File: config.mk
export PLATFORM = sky130hd
export DESIGN_NAME = moore_det_sched_flat
export DESIGN_NICKNAME = d
export VERILOG_FILES = /design/src/rtl/moore_det_sched_if.sv /design/src/rtl/moore_det_sched.sv /design/src/flat_wrapper.sv
export SDC_FILE = /design/constraint.sdc
export NUM_CORES = 1
export LEC_CHECK = 0
export CAP_MARGIN = 40
export CORE_MARGIN = 4
export CORE_UTILIZATION = 45
export DETAILED_ROUTE_END_ITERATION = 8
export PLACE_DENSITY = 0.71
export REMOVE_ABC_BUFFERS = 1
export SYNTH_ARGS = -nofsm -noshare
export SYNTH_HDL_FRONTEND = slang
export SYNTH_SLANG_ARGS = --single-unit
File: constraint.sdc
create_clock -name clk -period 1.64 [get_ports clk]
set_input_delay 0.328 -clock clk [delete_from_list [all_inputs] [get_ports clk]]
set_output_delay 0.328 -clock clk [all_outputs]
set_load 0.01 [all_outputs]
File: src/rtl/moore_det_sched_if.sv
// Bundle of request, data, grant, detector and result signals between
// moore_det_sched, the channel sources and the shared Moore detector.
// master: scheduler side. slave: channel sources / detector / consumer side.
interface moore_det_sched_if #(
    parameter int N_REQ = 4,
    parameter int CNT_W = 8
);
    logic [N_REQ-1:0] req;
    logic [N_REQ-1:0] bit_in;
    logic [N_REQ-1:0] grant;
    logic             bit_ack;
    logic             det_in;
    logic             det_reset;
    logic             det_out;
    logic             frame_done;
    logic [2:0]       frame_id;
    logic [CNT_W-1:0] match_cnt;
    logic             busy;

    modport master (
        input  req, bit_in, det_out,
        output grant, bit_ack, det_in, det_reset, frame_done, frame_id,
               match_cnt, busy
    );

    modport slave (
        output req, bit_in, det_out,
        input  grant, bit_ack, det_in, det_reset, frame_done, frame_id,
               match_cnt, busy
    );
endinterface

File: src/rtl/moore_det_sched.sv
// Round-robin scheduler time-sharing one Moore sequence detector among
// N_REQ serial channels. Each granted frame resets the detector, streams
// FRAME_LEN bits from the winner, drains the one-cycle Moore lag and reports
// the number of det_out-high cycles together with the winning channel id.
// Optional build macro MOORE_DET_SCHED_EARLY_STOP_EN: the first det_out seen
// while streaming ends the frame immediately (DRAIN skipped, match_cnt=1).
module moore_det_sched #(
    parameter int N_REQ     = 4,
    parameter int FRAME_LEN = 8,
    parameter int CNT_W     = 8
) (
    input logic               clk,
    input logic               reset,
    moore_det_sched_if.master bus
);
    localparam int IDX_W = (N_REQ > 1) ? $clog2(N_REQ) : 1;

    typedef enum logic [2:0] {
        IDLE,
        LOAD,
        STREAM,
        DRAIN,
        DONE
    } state_t;

    state_t           state;
    logic [IDX_W-1:0] rr_ptr;
    logic [IDX_W-1:0] win;
    logic [7:0]       bit_cnt;
    logic [CNT_W-1:0] cnt;
    logic [N_REQ-1:0] grant_r;
    logic             bit_ack_r;
    logic             load_r;
    logic             frame_done_r;
    logic [2:0]       frame_id_r;
    logic [CNT_W-1:0] match_cnt_r;
    logic             busy_r;

    // First set request at or after the pointer, wrapping around.
    function automatic logic [IDX_W-1:0] rr_pick(input logic [N_REQ-1:0] r,
                                                  input logic [IDX_W-1:0] p);
        logic [IDX_W-1:0] sel;
        logic [IDX_W-1:0] k;
        logic             found;
        int               idx;
        sel   = p;
        found = 1'b0;
        for (int i = 0; i < N_REQ; i++) begin
            idx = (int'(p) + i) % N_REQ;
            k   = IDX_W'(idx);
            if (!found && r[k]) begin
                sel   = k;
                found = 1'b1;
            end
        end
        return sel;
    endfunction

    function automatic logic [N_REQ-1:0] onehot(input logic [IDX_W-1:0] i);
        return N_REQ'(1) << i;
    endfunction

    // Frame sequencing FSM; every output except det_in/det_reset is a register here.
    always_ff @(posedge clk) begin
        if (reset) begin
            state        <= IDLE;
            rr_ptr       <= '0;
            win          <= '0;
            bit_cnt      <= '0;
            cnt          <= '0;
            grant_r      <= '0;
            bit_ack_r    <= 1'b0;
            load_r       <= 1'b0;
            frame_done_r <= 1'b0;
            frame_id_r   <= '0;
            match_cnt_r  <= '0;
            busy_r       <= 1'b0;
        end else begin
            case (state)
                IDLE: begin
                    if (|bus.req) begin
                        win     <= rr_pick(bus.req, rr_ptr);
                        grant_r <= onehot(rr_pick(bus.req, rr_ptr));
                        load_r  <= 1'b1;
                        busy_r  <= 1'b1;
                        state   <= LOAD;
                    end
                end
                LOAD: begin
                    load_r    <= 1'b0;
                    cnt       <= '0;
                    bit_cnt   <= '0;
                    bit_ack_r <= 1'b1;
                    state     <= STREAM;
                end
                STREAM: begin
                    bit_cnt <= bit_cnt + 8'd1;
`ifdef MOORE_DET_SCHED_EARLY_STOP_EN
                    if (bus.det_out) begin
                        // First match closes the frame; counter was still zero.
                        cnt          <= cnt + CNT_W'(1);
                        match_cnt_r  <= cnt + CNT_W'(1);
                        frame_id_r   <= 3'(win);
                        frame_done_r <= 1'b1;
                        grant_r      <= '0;
                        bit_ack_r    <= 1'b0;
                        state        <= DONE;
                    end else if (bit_cnt == 8'(FRAME_LEN - 1)) begin
                        bit_ack_r <= 1'b0;
                        state     <= DRAIN;
                    end
`else
                    if (bus.det_out) begin
                        cnt <= cnt + CNT_W'(1);
                    end
                    if (bit_cnt == 8'(FRAME_LEN - 1)) begin
                        bit_ack_r <= 1'b0;
                        state     <= DRAIN;
                    end
`endif
                end
                DRAIN: begin
                    // det_out now reflects the final streamed bit.
                    match_cnt_r  <= cnt + CNT_W'(bus.det_out);
                    cnt          <= cnt + CNT_W'(bus.det_out);
                    frame_id_r   <= 3'(win);
                    frame_done_r <= 1'b1;
                    grant_r      <= '0;
                    state        <= DONE;
                end
                DONE: begin
                    frame_done_r <= 1'b0;
                    busy_r       <= 1'b0;
                    rr_ptr       <= (win == IDX_W'(N_REQ - 1)) ? '0 : win + 1'b1;
                    state        <= IDLE;
                end
                default: begin
                    state <= IDLE;
                end
            endcase
        end
    end

    // det_in is a pure mux of the latched winner so the detector sees the bit
    // in the same cycle it is acknowledged; det_reset also covers system reset.
    assign bus.det_in     = bit_ack_r & bus.bit_in[win];
    assign bus.det_reset  = reset | load_r;
    assign bus.grant      = grant_r;
    assign bus.bit_ack    = bit_ack_r;
    assign bus.frame_done = frame_done_r;
    assign bus.frame_id   = frame_id_r;
    assign bus.match_cnt  = match_cnt_r;
    assign bus.busy       = busy_r;

endmodule
File: src/flat_wrapper.sv
// flat-port wrapper written by rule: the top's interface ports become plain ports
module moore_det_sched_flat 
#(
    parameter int N_REQ     = 4,
    parameter int FRAME_LEN = 8,
    parameter int CNT_W     = 8
)
  (clk, reset, bus_req, bus_bit_in, bus_det_out, bus_grant, bus_bit_ack, bus_det_in, bus_det_reset, bus_frame_done, bus_frame_id, bus_match_cnt, bus_busy);
  moore_det_sched_if #(.N_REQ(N_REQ), .CNT_W(CNT_W)) bus_i ();
  input logic clk;
  input logic reset;
  input wire logic [$bits(bus_i.req)-1:0] bus_req;
  input wire logic [$bits(bus_i.bit_in)-1:0] bus_bit_in;
  input wire logic [$bits(bus_i.det_out)-1:0] bus_det_out;
  output wire logic [$bits(bus_i.grant)-1:0] bus_grant;
  output wire logic [$bits(bus_i.bit_ack)-1:0] bus_bit_ack;
  output wire logic [$bits(bus_i.det_in)-1:0] bus_det_in;
  output wire logic [$bits(bus_i.det_reset)-1:0] bus_det_reset;
  output wire logic [$bits(bus_i.frame_done)-1:0] bus_frame_done;
  output wire logic [$bits(bus_i.frame_id)-1:0] bus_frame_id;
  output wire logic [$bits(bus_i.match_cnt)-1:0] bus_match_cnt;
  output wire logic [$bits(bus_i.busy)-1:0] bus_busy;
  assign bus_i.req = bus_req;
  assign bus_i.bit_in = bus_bit_in;
  assign bus_i.det_out = bus_det_out;
  assign bus_grant = bus_i.grant;
  assign bus_bit_ack = bus_i.bit_ack;
  assign bus_det_in = bus_i.det_in;
  assign bus_det_reset = bus_i.det_reset;
  assign bus_frame_done = bus_i.frame_done;
  assign bus_frame_id = bus_i.frame_id;
  assign bus_match_cnt = bus_i.match_cnt;
  assign bus_busy = bus_i.busy;
  moore_det_sched #(.N_REQ(N_REQ), .FRAME_LEN(FRAME_LEN), .CNT_W(CNT_W)) u_core (.clk(clk), .reset(reset), .bus(bus_i));
endmodule
# --- After elaboration in Yosys (flattened, before gate mapping) ---
# Index checks and enable logic that the tools add are counted.
classes:
  bitwise_logic: 2
  n_mul: 0
  eq_ne: 9
  div_mod_pow: 0
  shift: 1
  addsub: 7
  n_lt_le_gt_ge: 5
  muxes: 43
  n_reduce_logical: 21
op_table:
  columns: ["operator", "count"]
  rows:
  - ["8-bit one-hot mux with 3 select lines", 1]
  - ["1-bit two-way mux", 19]
  - ["8-bit by 1-bit adder with 8-bit output (second input constant)", 2]
  - ["8-bit one-hot mux with 2 select lines", 1]
  - ["2-bit by 3-bit < comparator with 1-bit output (second input constant)", 5]
  - ["2-bit two-way mux", 7]
  - ["2-bit AND reduction", 7]
  - ["3-bit one-hot mux with 4 select lines", 1]
  - ["1-bit binary-select mux with 2-bit select", 5]
  - ["2-bit nonzero test", 5]
  - ["8-bit by 1-bit adder with 8-bit output", 1]
  - ["8-bit by 3-bit == test with 1-bit output (second input constant)", 1]
  - ["8-bit two-way mux", 1]
  - ["1-bit one-hot mux with 2 select lines", 4]
  - ["4-bit one-hot mux with 2 select lines", 1]
  - ["3-bit by 2-bit == test with 1-bit output (second input constant)", 2]
  - ["3-bit two-way mux", 2]
  - ["2-bit by 1-bit adder with 2-bit output (second input constant)", 2]
  - ["2-bit adder (second input constant)", 2]
  - ["4-bit two-way mux", 1]
  - ["2-bit by 1-bit != test with 1-bit output (second input constant)", 2]
  - ["4-bit OR reduction", 1]
  - ["1-bit by 2-bit << shifter with 4-bit output (first input constant)", 1]
  - ["3-bit by 1-bit == test with 1-bit output (second input constant)", 1]
  - ["9 further kinds", 13]
word_totals:
  out_inout_bits: 20
  mem_bits_rw: 0
  rom_bits: 0
  n_memories: 0
  latchBits: 0
  regBits: 41
  input_bits: 11
  word_cells: 100

# --- Longest topological paths before layout ---
# Gate-level depths: netlist (run 1).
logic_depth:
  word_depth: 27
  depth_mapped: 7
  depth_no_buf: 6

# --- Worst setup path before layout (run 1) ---
# Ideal clock, no wire load.
synth_timing:
  path_type: "reg2reg"
  startpoint: "register u_core.state[0]"
  endpoint: "register u_core.bit_cnt[7]"
  required_time_ps: 1575
  stages_incl_launch_ff: 7
  n_path_buf: 2
  t_arrival_ps: 1598
  path_slack_ps: -23
  cell_sequence: "dfxtp_1 buf_6 or3b_1 buf_2 nor4_1 mux2_2 nor2_1"
synth_between:
  elab_chain_cells: 2
synth_lines:
  columns: ["element", "line_no", "source"]
  rows:
  - ["start, declared", "moore_det_sched.sv:26", "state_t state;"]
  - ["start signal, assigned", "moore_det_sched.sv:66", "state <= IDLE;"]
  - ["start signal, assigned", "moore_det_sched.sv:86", "state <= LOAD;"]
  - ["start signal, assigned", "moore_det_sched.sv:94", "state <= STREAM;"]
  - ["3-bit by 2-bit == test with 1-bit output or 3-bit by 1-bit == test with 1-bit output (tied branches)", "moore_det_sched.sv:79", "case (state)"]
  - ["8-bit one-hot mux with 2 select lines or 2-bit nonzero test (tied branches)", null, null]
  - ["end signal, assigned", "moore_det_sched.sv:97", "bit_cnt <= bit_cnt + 8'd1;"]
  - ["end, declared", "moore_det_sched.sv:29", "logic [7:0] bit_cnt;"]
# Parallel ways exist; a longest one is shown, timed or not.
# A chain may end at the register's enable or synchronous reset.

# --- Worst setup path in the final report (run 1) ---
layout_timing:
  startpoint: "register u_core.win[0]"
  endpoint: "output bus_det_in"
layout_between:
  elab_chain_cells: 3
layout_lines:
  columns: ["element", "line_no", "source"]
  rows:
  - ["start, declared", "moore_det_sched.sv:28", "logic [IDX_W-1:0] win;"]
  - ["start signal, assigned", "moore_det_sched.sv:82", "win <= rr_pick(bus.req, rr_ptr);"]
  - ["1-bit binary-select mux with 2-bit select", "moore_det_sched.sv:146", "assign bus.det_in = bit_ack_r & bus.bit_in[win];"]
  - ["1-bit two-way mux (implied by the code)", "moore_det_sched.sv:146", null]
  - ["1-bit bitwise AND", "moore_det_sched.sv:146", null]
  - ["end, declared", "flat_wrapper.sv:17", "output wire logic [$bits(bus_i.det_in)-1:0] bus_det_in;"]
# Every way passes these cells. The select of a mux whose other input is x is not followed.

==> qor.txt, run 1 <==
First-pass DRT Iterations -> 4
startpoint types -> register
HPWL after DPL -> 3380 µm
initial antenna violation count -> 0
# nets final -> 317
# fillers -> 391
most common cell in the synthesized netlist -> dfxtp_1
Antenna diodes -> 0
Worst Path Required -> 1.31 ns
setup TNS -> -0.0659 ns
Die Height -> 75.3 µm
final period utilization -> 104%
Placed Cells -> 344
clock skew -> 0.00855 ns
drt via density -> 5.46
Setup Viol. Count Final -> 1
Synth Area per Inst -> 8.02 µm²
DRC Markers -> 0
Synth area leader -> dfxtp_1
drt wl/cell -> 13.7 µm
Hold Crit Depth -> 2
vias in the first global route -> 1771
CP arrival -> 1.38 ns
P_leak -> 0.00103 µW
share of layout cells above drive strength 1 -> 22.5%
unrepaired setup endpoints after global routing -> true
WP buf/inv -> 1
top cell family by delay on the critical path -> multiplexers
worst path cell trace -> mux4_2 > and2_4 > buf_6
dpl cell area -> 0.00253 mm²
first-pass GRT wire length -> 7920 µm
largest fanout on the critical path -> 2
Finished Layout Cells -> 354
fin. max-slew vios -> 0
Setup WS post-layout -> -0.0659 ns
PD cells -> 1060 mW/mm²
synth top area cells -> dfxtp_1 40%, nor2_1 7.0%, a21oi_1 6.9%
worst vdd ir -> 0.000642 V
CTS Buf Count -> 5
YS warnings -> 0
Multi-input gate area -> 0.00116 mm²
via count -> 1932
post-synthesis sequential area ratio -> 40.3%
ys async rst share -> 0%
pin count of the biggest net entering global routing -> 42
Min Clock Period, post-route -> 1.71 ns
Core Box Area -> 0.00435 mm²
Post-Synthesis Cells -> 254
Post-synth EDFFs -> 0
most frequent cells after synthesis -> 41 x dfxtp_1, 38 x nor2_1, 28 x a21oi_1, 26 x nand2_1, 13 x clkbuf_1
H-tree Lvls -> 2
critical path endpoint category -> primary output
DRT antenna net count -> 0
hold buffer count at CTS -> 0
Global Route Usage Sum -> 18.1%
GP Congestion -> 0.814
Max stage delay on crit path -> 0.48 ns
Total Wirelength -> 4860 µm
Final Util -> 62.5%
DP Worst Slack -> -0.530 ns
slowest CP cell -> mux4_2
CTS root buf -> clkbuf_8
CP Class -> register to primary output
violated checks -> setup timing
fmax -> 0.586 GHz
post-synthesis register bit count -> 41
Seq. cell area -> 831 µm²
port bufs -> 29
Overflow after GRT -> 0
R2R cell count -> 5
area of the mapped netlist -> 0.00204 mm²
clock latency on the worst-skew pair -> 0.30 ns
hold crit path type -> register to register
Std-Cell Rows -> 24
DR iter-0 viols -> 71
CTS sink count -> 41
fin area -> 0.00272 mm²
outcome -> finished, violations left
clk slew on worst S/H paths -> 0.07 ns
Critical Path Stages -> 3
Die Wd -> 75.3 µm
Synth top area share -> 40.3%
Die Area -> 0.00567 mm²
MaxCap Viol Count -> 0
CTS tree -> yes
IO Count -> 31
Initial Utilization -> 46.8%
Max Root-Sink Buffers -> 2
Synth cell types -> 50
P&R area growth vs syn -> 33.6%
final hold vios -> 0
most common flop cell mapped by yosys -> dfxtp_1
[cell families after synthesis]
logic type / synth area share, %
flops: 40.3
compound gates: 19.5
fa+ha+maj: 3.07
mux: 3.75
simple gates: 24.3
other cells: 0.184
buf+inv: 5.41
xor+xnor: 3.44
[state kept, by name, summed over array words and instances (netlist names), 2 cells and up]
name / cells
u_core.bus.match_cnt: 8
u_core.bit_cnt: 8
u_core.cnt: 8
u_core.state: 3
u_core.bus.frame_id: 2
u_core.rr_ptr: 2
u_core.bus.grant: 4
u_core.win: 2
[worst reg2reg max path: cells and delay by family, from the launching register on]
| family | cells | cell delay, ns |
|---|---|---|
| flops | 1 | 0.35 |
| simple gates | 2 | 0.62 |
| compound gates | 2 | 0.27 |
| buf+inv | 1 | 0.19 |
[worst paths after layout]
path / endpoint / from / slack (ns)
setup reg to reg: u_core.bit_cnt[4] / u_core.state[1] / 0.08
hold reg to reg: u_core.load_r / u_core.load_r / 0.45
hold / removal: u_core.load_r / u_core.load_r / 0.45
setup / recovery: bus_det_in / u_core.win[0] / -0.07
[power by group]
group / switching [µW] / internal, µW / total [µW]
logic: 397 / 404 / 800
registers: 58.5 / 1080 / 1140
clock network: 354 / 605 / 959
total: 809 / 2090 / 2900
[cell usage in the layout (no fill, tap or decap), types with 5 or more instances in the layout]
| master | instances |
|---|---|
| nor2_1 | 37 |
| dfxtp_1 | 35 |
| buf_4 | 32 |
| a21oi_1 | 28 |
| nand2_1 | 26 |
| clkdlybuf4s50_1 | 17 |
| nand3_1 | 11 |
| o21ai_0 | 11 |
| dlygate4sd2_1 | 10 |
| a211oi_1 | 6 |
| clkbuf_8 | 5 |
| dfxtp_2 | 5 |
[area by class of cell]
cell class	count	area share, %
clock buffer	5	2.53
tap	52	2.39
timing repair buffer	61	19.2
clock inverter	3	2.39
multi-input combinational	189	42.6
inverter	3	0.414
sequential	41	30.5
[metrics by stage]
stage | hold slack, ns | total power (µW)
3_3_place_gp | 0.438 | 1910
4_1_cts | 0.456 | 2880
2_1_floorplan | 0.397 | 1520
3_5_place_dp | 0.446 | 1920
5_1_grt | 0.474 | 3040
6_report | 0.454 | 2900
[timing repair]
action | 4_1_cts | 5_1_grt
resized for setup | 20 | 16
buffers inserted | 0 | 2
pin swaps | 2 | 2
hold endpoints to repair | 0 | 0
endpoints found under the setup margin | 7 | 14
[metal layers]
layer | vias to the layer above | part of all wire, % | GRT usage (%)
met3 | 8 | 4.3 | 4.81
li1 | 978 | - | -
met4 | 0 | 2.0 | 6.41
met1 | 910 | 45 | 22.7
met5 | - | 0 | 0
met2 | 36 | 49 | 29.9
Power figures use the tool's default switching activity.
==> run 2: changes to the inputs <==
GPL_TIMING_DRIVEN = 0   (was default)
==> run 2 against run 1 <==
Against the previous run:
- the flow still finishes with violations (setup timing)
- cell area shrank 3.2%
- register-to-register slack worse by 0.07 ns
- critical endpoint unchanged
- sequential cell count unchanged
==> qor.txt, run 2 (synthesis results as in run 1) <==
outcome -> finished, violations left
violated checks -> setup timing
P_leak -> 0.000950 µW (-7.6%)
port bufs -> 29 (unchanged)
DP Worst Slack -> -0.552 ns (-0.0220 ns)
fin area -> 0.00264 mm² (-3.2%)
Initial Utilization -> 46.8% (unchanged)
drt wl/cell -> 13.2 µm (-4.1%)
final period utilization -> 107% (+2.7 points)
Overflow after GRT -> 0 (unchanged)
worst vdd ir -> 0.000416 V (-35%)
vias in the first global route -> 1632 (-7.8%)
Antenna diodes -> 0 (unchanged)
Multi-input gate area -> 0.00122 mm² (+5.5%)
dpl cell area -> 0.00230 mm² (-8.8%)
clk slew on worst S/H paths -> 0.08 ns (about the same)
CP arrival -> 1.42 ns (+0.04 ns)
via count -> 1830 (-5.3%)
DRT antenna net count -> 0 (unchanged)
unrepaired setup endpoints after global routing -> true
CTS tree -> yes
CTS Buf Count -> 5 (unchanged)
Seq. cell area -> 843 µm² (+1.5%)
Placed Cells -> 315 (-8.4%)
first-pass GRT wire length -> 7300 µm (-7.8%)
CP Class -> register to primary output
pin count of the biggest net entering global routing -> 43 (+2.4%)
critical path endpoint category -> primary output
fin. max-slew vios -> 0 (unchanged)
First-pass DRT Iterations -> 4 (unchanged)
Finished Layout Cells -> 336 (-5.1%)
share of layout cells above drive strength 1 -> 20.8% (-1.7 points)
clock skew -> 0.00652 ns (-0.00203 ns)
final hold vios -> 0 (unchanged)
commonest non-fill, non-tap cell in the layout -> nor2_1
hold crit path type -> input pin to register
commonest cells after routing, fill and taps aside -> 36 x nor2_1, 33 x dfxtp_1, 26 x nand2_1, 25 x a21oi_1, 17 x clkdlybuf4s50_1
Max Root-Sink Buffers -> 2 (unchanged)
IO Count -> 31 (unchanged)
largest fanout on the critical path -> 2 (unchanged)
GP Congestion -> 0.828 (+1.7%)
Core Box Area -> 0.00435 mm² (unchanged)
Worst Path Required -> 1.31 ns (about the same)
drt via density -> 5.45 (-0.21%)
Min Clock Period, post-route -> 1.75 ns (+0.0450 ns)
CTS root buf -> clkbuf_8
hold buffer count at CTS -> 0 (unchanged)
Final Util -> 60.5% (-2.0 points)
PD cells -> 1030 mW/mm² (-3.3%)
# fillers -> 403 (+3.1%)
Global Route Usage Sum -> 16.5% (-1.6 points)
DR iter-0 viols -> 103 (+45%)
Setup Viol. Count Final -> 2 (+1)
P&R area growth vs syn -> 29.4%
Setup WS post-layout -> -0.111 ns (-0.0450 ns)
fmax -> 0.571 GHz (-2.6%)
Die Wd -> 75.3 µm (unchanged)
startpoint types -> register
HPWL after DPL -> 2820 µm (-17%)
DRC Markers -> 0 (unchanged)
MaxCap Viol Count -> 0 (unchanged)
Total Wirelength -> 4420 µm (-9.0%)
H-tree Lvls -> 2 (unchanged)
Die Area -> 0.00567 mm² (unchanged)
initial antenna violation count -> 0 (unchanged)
Die Height -> 75.3 µm (unchanged)
Std-Cell Rows -> 24 (unchanged)
CTS sink count -> 41 (unchanged)
# nets final -> 299 (-5.7%)
clock latency on the worst-skew pair -> 0.29 ns (about the same)
total power after layout -> 2710 µW (-6.3%)
run 2: critical path, stage by stage (launching register included):
cell and delay [ns]:
dfxtp_4 0.37, mux4_2 0.50, and2_1 0.14, buf_2 0.13
run 2: power breakdown:
part	switching (µW)	internal (µW)
clock	344	497
combinational	359	351
sequential	83.2	1080
total	786	1930
run 2: layout make-up:
class	instances	share of cell area (%)
Inverter	3	0.427
Tap cell	52	2.47
Sequential cell	41	32.0
Clock inverter	1	1.14
Clock buffer	7	3.28
Timing Repair Buffer	43	14.3
Multi-Input combinational cell	189	46.4
run 2: timing repair:
item | in CTS | in global routing
setup buffers | 8 | 5
setup endpoints to repair | 27 | 16
pin swaps | 4 | 8
hold endpoints to repair | 0 | 0
gates cloned | 0 | 0
gates resized for setup | 32 | 29
run 2: worst paths after layout:
check / startpoint / end / slack [ns] / cells past startpoint
max: u_core.win[0] / bus_det_in / -0.11 / 3
min: reset / u_core.state[2] / 0.39 / 2
max reg2reg: u_core.rr_ptr[0] / u_core.bus.grant[2] / 0.01 / 6
min reg2reg: u_core.load_r / u_core.load_r / 0.46 / 2
run 2: per-layer routing:
metal  routed length (µm)  global-route usage [%]  up-vias
met5                    0                       0        -
met4                   64                    5.05        0
met3                  157                    4.41        6
met2                 2150                    27.0       28
met1                 2050                    21.3      849
li1                     -                       -      947
run 2: stage by stage:
stage,hold WS (ns),TNS [ns]
2_1_floorplan,0.397,-2.91
3_3_place_gp,0.441,-29.34
3_5_place_dp,0.451,-8.80
4_1_cts,0.376,-0.165
5_1_grt,0.383,-0.208
6_report,0.391,-0.114
==> run 3: changes to the inputs <==
CTS_BUF_LIST = sky130_fd_sc_hd__clkbuf_16   (was default)
SLEW_MARGIN = 25   (was default)
==> run 3 against run 2 <==
Against the previous run:
- the run still ends with setup timing left
- combinational power grew 3.5%
- total power is 4.7% higher
- global-route usage decreased by 0.050 points
- cell area grew 2.3%
- clock power grew 13%
- setup slack got worse by 0.0076 ns
- non-clock buffer count grew 4
- critical endpoint unchanged
- fmax down 0.43%
- critical path depth did not move
- routed wire length increased by 5.6%
==> qor.txt, run 3 (synthesis results as in run 1) <==
outcome -> finished, violations left
violated checks -> setup timing
Placed Cells -> 316 (+0.32%)
Critical Path Source -> u_core.win[0]
clock latency on the worst-skew pair -> 0.28 ns (about the same)
Finished Layout Cells -> 340 (+1.2%)
P_leak -> 0.000996 µW (+4.8%)
drt wl/cell -> 13.7 µm (+4.3%)
Std-Cell Rows -> 24 (unchanged)
Core Box Area -> 0.00435 mm² (unchanged)
commonest non-fill, non-tap cell in the layout -> nor2_1
Global Route Usage Sum -> 16.5% (-0.050 points)
port bufs -> 29 (unchanged)
drt via density -> 5.46 (+0.23%)
largest fanout on the critical path -> 5 (+3)
CP arrival -> 1.43 ns (about the same)
final period utilization -> 107% (+0.47 points)
unrepaired setup endpoints after global routing -> true
initial antenna violation count -> 0 (unchanged)
DRT antenna net count -> 0 (unchanged)
worst vdd ir -> 0.000478 V (+15%)
critical path endpoint category -> primary output
Final Util -> 61.9% (+1.4 points)
P&R area growth vs syn -> 32.4%
Min Clock Period, post-route -> 1.76 ns (+0.00764 ns)
startpoint types -> register
Overflow after GRT -> 0 (unchanged)
Setup Viol. Count Final -> 1 (-1)
setup TNS -> -0.119 ns (-0.00453 ns)
# nets final -> 303 (+1.3%)
Worst Path Required -> 1.31 ns (about the same)
Antenna diodes -> 0 (unchanged)
PD cells -> 1050 mW/mm² (+2.3%)
R2R cell count -> 6 (unchanged)
H-tree Lvls -> 2 (unchanged)
CTS sink count -> 41 (unchanged)
GP Congestion -> 0.828 (unchanged)
final hold vios -> 0 (unchanged)
MaxCap Viol Count -> 0 (unchanged)
dpl cell area -> 0.00232 mm² (+0.76%)
clock skew -> 0.00448 ns (-0.00204 ns)
Die Area -> 0.00567 mm² (unchanged)
clk slew on worst S/H paths -> 0.06 ns (-0.02 ns)
fin. max-slew vios -> 0 (unchanged)
HPWL after DPL -> 2890 µm (+2.5%)
CTS Buf Count -> 5 (unchanged)
Setup WS post-layout -> -0.119 ns (-0.00764 ns)
fmax -> 0.569 GHz (-0.43%)
share of layout cells above drive strength 1 -> 20.1% (-0.64 points)
Total Wirelength -> 4670 µm (+5.6%)
First-pass DRT Iterations -> 4 (unchanged)
CP Class -> register to primary output
pin count of the biggest net entering global routing -> 33 (-23%)
end of the worst register-to-register path -> u_core.bus.grant[1]
Max Root-Sink Buffers -> 2 (unchanged)
DRC Markers -> 0 (unchanged)
via count -> 1856 (+1.4%)
total power after layout -> 2840 µW (+4.7%)
CTS tree -> yes
vias in the first global route -> 1629 (-0.18%)
Worst R2R Setup Slack -> 0 ns (about the same)
commonest cells after routing, fill and taps aside -> 36 x nor2_1, 34 x dfxtp_1, 27 x a21oi_1, 26 x nand2_1, 17 x clkdlybuf4s50_1
hold crit path type -> input pin to register
Initial Utilization -> 46.8% (unchanged)
IO Count -> 31 (unchanged)
CTS root buf -> clkbuf_16
first-pass GRT wire length -> 7330 µm (+0.37%)
reg-to-reg startpoint -> u_core.state[1]
Die Height -> 75.3 µm (unchanged)
Die Wd -> 75.3 µm (unchanged)
Critical Path Sink -> bus_det_in
DR iter-0 viols -> 92 (-11%)
fin area -> 0.00270 mm² (+2.3%)
-- run 3: cell type report --
cell class,instances,area (µm²)
clock buffers,5,125
clock inverters,3,17.5
fillers,396,1660
inverters,3,11.3
multi-input cells,189,1200
flip-flops and latches,41,842
well taps,52,65.1
repair buffers,47,433
-- run 3: worst min path at each step --
stage | from | to | slack, ns | cells after the start
2_1_floorplan | reset | u_core.bit_cnt[2] | 0.40 | 1
3_3_place_gp | u_core.load_r | u_core.load_r | 0.44 | 2
3_5_place_dp | u_core.bus.match_cnt[0] | u_core.bus.match_cnt[0] | 0.45 | 2
4_1_cts | reset | u_core.bus.match_cnt[4] | 0.38 | 2
5_1_grt | reset | u_core.bus.match_cnt[7] | 0.45 | 2
6_report | reset | u_core.bus.match_cnt[4] | 0.41 | 2
-- run 3: routing by layer --
layer	vias to the layer above	track usage, %	part of all wire, %
li1	957	-	-
met1	852	21.6	47
met5	-	0	0
met4	0	4.27	1.4
met3	6	4.01	4.0
met2	41	27.1	48
-- run 3: worst max-delay path, cell delays in order (launching register included) --
cell and delay [ns]:
dfxtp_4 0.38, mux4_2 0.50, and2_1 0.14, buf_2 0.13
-- run 3: stage by stage --
step / setup WS (ns) / hold WS (ns)
2_1_floorplan: -0.365 / 0.397
3_3_place_gp: -1.39 / 0.441
3_5_place_dp: -0.539 / 0.450
4_1_cts: -0.138 / 0.378
5_1_grt: -0.156 / 0.451
6_report: -0.119 / 0.410
-- run 3: where the power goes --
part	total [µW]	switching (µW)	leakage (µW)	internal, µW
registers	1150	74.6	0.000337	1080
logic	736	373	0.000587	363
clock network	949	391	0.0000712	558
total	2840	839	0.000996	2000
-- run 3: what timing repair did --
| action | in CTS | in global routing |
|---|---|---|
| gates cloned | 0 | 1 |
| hold buffers | 0 | 0 |
| endpoints found under the setup margin | 26 | 12 |
| pin swaps | 6 | 5 |
| gates resized for setup | 30 | 23 |
| setup buffers | 9 | 6 |
